==> config.mk <==
export PLATFORM = sky130hd
export DESIGN_NAME = rbs_pipe
export DESIGN_NICKNAME = d
export VERILOG_FILES = /design/src/rtl/rbs_pipe.sv
export SDC_FILE = /design/constraint.sdc
export NUM_CORES = 1
export LEC_CHECK = 0
export CORE_MARGIN = 2
export CORE_UTILIZATION = 52
export CTS_BUF_LIST = sky130_fd_sc_hd__clkbuf_4 sky130_fd_sc_hd__clkbuf_8
export DETAILED_ROUTE_END_ITERATION = 6
export PLACE_DENSITY = 0.82
export SETUP_SLACK_MARGIN = 0.15
export SYNTH_ARGS = -nofsm -noshare
export SYNTH_HDL_FRONTEND = slang
export SYNTH_SLANG_ARGS = --single-unit
==> constraint.sdc <==
create_clock -name clk -period 4 [get_ports clk]
set_clock_uncertainty 0.05 [all_clocks]
set_input_delay 0.6 -clock clk [delete_from_list [all_inputs] [get_ports clk]]
set_output_delay 0.6 -clock clk [all_outputs]
set_load 0.05 [all_outputs]
==> src/rtl/rbs_pipe.sv <==
// Pipelined N-bit ripple-borrow subtractor: diff = a - b - b_in mod 2^N, borrow-out b_out; optional ovf under RBS_OVERFLOW_EN.
// Latency S = N/K cycles from accept to out_valid, one transaction per cycle.
// Backpressure: whole pipeline advances when !out_valid | out_ready; in_ready mirrors that advance.
module rbs_pipe #(
    parameter int N = 8,
    parameter int K = 4
) (
    input  logic         clk,
    input  logic         rst_n,
    input  logic         in_valid,
    output logic         in_ready,
    input  logic [N-1:0] a,
    input  logic [N-1:0] b,
    input  logic         b_in,
    output logic         out_valid,
    input  logic         out_ready,
    output logic [N-1:0] diff,
    output logic         b_out
`ifdef RBS_OVERFLOW_EN
    ,
    output logic         ovf
`endif
);

    localparam int S = N / K;

    if (K < 1 || (N % K) != 0) begin : g_bad_cfg
        $error("rbs_pipe: N must be a non-zero multiple of K");
    end

    logic advance;

    assign advance  = !out_valid | out_ready;
    assign in_ready = advance;

    for (genvar j = 0; j < S; j++) begin : g_stg
        // W: operand bits still to be consumed at this stage; D: result bits produced so far.
        localparam int W = N - j * K;
        localparam int D = (j + 1) * K;

        logic [W-1:0] src_a;
        logic [W-1:0] src_b;
        logic         src_bi;
        logic         src_v;
        logic [K:0]   sub;
        logic [D-1:0] nxt_d;

        logic         vld;
        logic         bo;
        logic [D-1:0] rd;
`ifdef RBS_OVERFLOW_EN
        logic [1:0]   src_s;
        logic [1:0]   sg;
`endif

        if (j == 0) begin : g_head
            assign src_a  = a;
            assign src_b  = b;
            assign src_bi = b_in;
            assign src_v  = in_valid & in_ready;
            assign nxt_d  = sub[K-1:0];
`ifdef RBS_OVERFLOW_EN
            assign src_s  = {a[N-1], b[N-1]};
`endif
        end else begin : g_body
            assign src_a  = g_stg[j-1].g_op.ra;
            assign src_b  = g_stg[j-1].g_op.rb;
            assign src_bi = g_stg[j-1].bo;
            assign src_v  = g_stg[j-1].vld;
            assign nxt_d  = {sub[K-1:0], g_stg[j-1].rd};
`ifdef RBS_OVERFLOW_EN
            assign src_s  = g_stg[j-1].sg;
`endif
        end

        assign sub = {1'b0, src_a[K-1:0]} - {1'b0, src_b[K-1:0]} - {{K{1'b0}}, src_bi};

        always_ff @(posedge clk or negedge rst_n) begin
            if (!rst_n) begin
                vld <= 1'b0;
                bo  <= 1'b0;
                rd  <= '0;
`ifdef RBS_OVERFLOW_EN
                sg  <= 2'b00;
`endif
            end else if (advance) begin
                vld <= src_v;
                bo  <= sub[K];
                rd  <= nxt_d;
`ifdef RBS_OVERFLOW_EN
                sg  <= src_s;
`endif
            end
        end

        // Higher operand chunks ride along until the stage that consumes them.
        if (j < S - 1) begin : g_op
            logic [W-K-1:0] ra;
            logic [W-K-1:0] rb;

            always_ff @(posedge clk or negedge rst_n) begin
                if (!rst_n) begin
                    ra <= '0;
                    rb <= '0;
                end else if (advance) begin
                    ra <= src_a[W-1:K];
                    rb <= src_b[W-1:K];
                end
            end
        end
    end

    assign out_valid = g_stg[S-1].vld;
    assign diff      = g_stg[S-1].rd;
    assign b_out     = g_stg[S-1].bo;

`ifdef RBS_OVERFLOW_EN
    // sg = {sign of a, sign of b} of the transaction currently at the output.
    assign ovf = (g_stg[S-1].sg[1] ^ g_stg[S-1].sg[0]) & (diff[N-1] ^ g_stg[S-1].sg[1]);
`endif

endmodule

==> results by group <==
Layout
  – Leading cell type in the layout, fill and taps excluded: nand2_1
  – Share of layout cells above drive strength 1: 5.202%
  – Nets: 211
  – Most frequent cells in the layout: nand2_1, clkdlybuf4s50_1, dfrtp_1
  – Area growth syn-to-layout: 27.03%
  – Fin area: 1699 um^2
  – Inserted Diodes: 0

Clocking
  – CTS Buffer Depth: 2
  – CTS buffer count: 3
  – Clock transition at the registers of the reported paths: 0.14 ns
  – Resized Gates After CTS: 0
  – Clock Tree Root: clkbuf_4
  – Htree depth: 1
  – Clock Latency Late Sink: 0.32 ns
  – CTS sink count: 24
  – CTS Hold Buffers Added: 0
  – Post-CTS Setup Bufs: 0
  – CTS tree: built

Setup path
  – Reg-to-reg slack, setup: 1.89 ns
  – Arrival time at the worst endpoint: 2.24 ns
  – CP max FO: 21
  – Reg2reg start: g_stg[0].bo
  – Critical Path Start: out_ready
  – Element type at the critical path start: input pin
  – Worst reg2reg path depth: 6
  – CP Capture Type: output pin
  – Crit path capture: in_ready
  – WS Path Type: input pin to output pin
  – Req. time, crit path: 3.35 ns
  – R2r endpoint: b_out

Die
  – Floorplan Core Area: 2455 um^2
  – Initial Utilization: 54.49%
  – FP Rows: 18
  – DIE AREA: 2994 um^2
  – Io pins: 32
  – Die height: 54.72 um
  – Die X: 54.72 um

Timing
  – Final setup violation count: 0
  – Final hold slack: 0.4296 ns
  – Max Clock Freq: 346.0 MHz
  – Tcrit/Tclk final: 72.26%
  – Hold Fails Final Rpt: 0
  – Slew Limit Fails: 0
  – Rel. slew slack: 29.31%
  – Minimum clock period: 2.890 ns
  – Setup tns final: 0 ns
  – Slew @ Worst Pin: 1.057 ns
  – RSZ-0062 raised after global routing: no

Route
  – Drt first pass iters: 4
  – Routed length per instance: 11.90 um
  – Remaining DRCs: 0
  – Vias per cell: 5.108
  – Initial drt markers: 8
  – Final WL: 2.416 mm
  – Vias: 1037
  – Post-route ant nets: 0

Run status
  – Status: finished clean

Hold path
  – Worst min path class: flop to flop
  – Hold path depth: 2

Logic synthesis
  – Synth area leader: dfrtp_1
  – Post-synthesis instance area: 1338 um^2
  – Share of the synthesized area in the top cell type: 44.90%
  – Post-Syn Nets: 179
  – Synth top area cells: dfrtp_1, nand2_1, ha_1, fa_1, inv_1
  – Register area share after synthesis: 44.90%
  – Ys Warns: 0
  – Netlist cell types: 25
  – Synth Instances: 142
  – Post-synthesis sequential element count: 24
  – Syn Area/Cell: 9.419 um^2

Global route
  – First-pass GRT wire length: 4.133 mm
  – GR Overflow Total: 0
  – Largest net degree at the start of global routing: 32
  – Total track usage: 19.34%
  – Antenna violations before repair: 0
  – Vias in the first global route: 1052

Pwr
  – VDD IR-drop max: 0.3191 mV
  – PwrDens: 519.8 nW/um^2
  – Leak pwr: 0.8422 nW

Place
  – Placed Instance Area: 1663 um^2
  – I/O Buffers: 31
  – GP Congestion: 0.7156
  – HPWL after detailed placement: 1.843 mm

Job
  – MaxCap Viol Count: 0
-- worst min path at each step --
| stage | end | slack (ns) | from |
|---|---|---|---|
| 2_1_floorplan | b_out | 0.25 | rst_n |
| 3_3_place_gp | g_stg[0].vld | 0.40 | g_stg[0].vld |
| 3_5_place_dp | diff[5] | 0.41 | diff[5] |
| 4_1_cts | out_valid | 0.43 | g_stg[0].vld |
| 5_1_grt | diff[0] | 0.45 | g_stg[0].rd[0] |
| 6_report | diff[5] | 0.43 | diff[5] |
-- where the power goes --
group          internal, W  switching (W)  total (W)
registers         0.000302      0.0000312   0.000333
logic             0.000161       0.000255   0.000417
clock network    0.0000556      0.0000782   0.000134
total             0.000518       0.000365   0.000883
-- flip-flops by register name (all words and copies together) (netlist names) --
signal and flops:
b_out 1, diff 8, g_stg.bo 1, g_stg.g_op.ra 4, g_stg.g_op.rb 4, g_stg.rd 4, g_stg.vld 1, out_valid 1
-- metrics by stage --
| step | cells | utilization [%] | worst slack, ns | total power [W] |
|---|---|---|---|---|
| 2_1_floorplan | 142 | - | 1.774 | 0.0006240 |
| 5_1_grt | 203 | 69.22 | 1.026 | 0.0009418 |
| 4_1_cts | 203 | 69.22 | 1.100 | 0.0008884 |
| 3_5_place_dp | 199 | 67.74 | 1.102 | 0.0007597 |
| 3_3_place_gp | 199 | 67.74 | 1.111 | 0.0007444 |
| 6_report | 203 | 69.22 | 1.110 | 0.0008832 |
-- cell type report --
cell class | count | area, um^2
Clock buffer | 4 | 36.28
Fill cell | 198 | 755.7
Inverter | 19 | 71.32
Multi-Input combinational cell | 94 | 635.6
Sequential cell | 24 | 600.6
Tap cell | 30 | 37.54
Timing Repair Buffer | 32 | 317.8
-- critical path: stages --
cell and delay (ns):
clkdlybuf4s50_1 0.44, nor2b_4 0.43, inv_2 0.06, clkdlybuf4s50_1 0.71
-- cells by family after synthesis --
logic type | share of synthesized area [%]
buffers and inverters | 7.576
AND/OR/NAND/NOR | 19.92
flip-flops | 44.90
AO/OA/AOI/OAI | 9.073
adder cells (fa/ha/maj) | 17.21
XOR/XNOR | 1.310
-- synth_stat cells, drive strengths merged --
master and instances:
a2111o 2, inv 19, nand2 42, a21oi 2
nand2b 4, dfrtp 24, o221ai 1, fa 4
nor2 4, nor3 2, a211oi 2, or2b 1
buf 5, a31oi 2, nor2b 3, o21ai 8
o211ai 1, ha 12, and4 2, xnor2 2
-- routing by layer --
| metal | wire length [um] | vias up | GRT usage [%] | share of wire, % |
|---|---|---|---|---|
| met4 | 27 | 0 | 9.167 | 1.1 |
| met3 | 103 | 2 | 2.186 | 4.3 |
| li1 | - | 511 | - | - |
| met2 | 1263 | 24 | 38.10 | 52 |
| met1 | 1022 | 500 | 19.69 | 42 |
| met5 | 0 | - | 0 | 0 |
No activity file was read; power rests on OpenSTA's default activity.
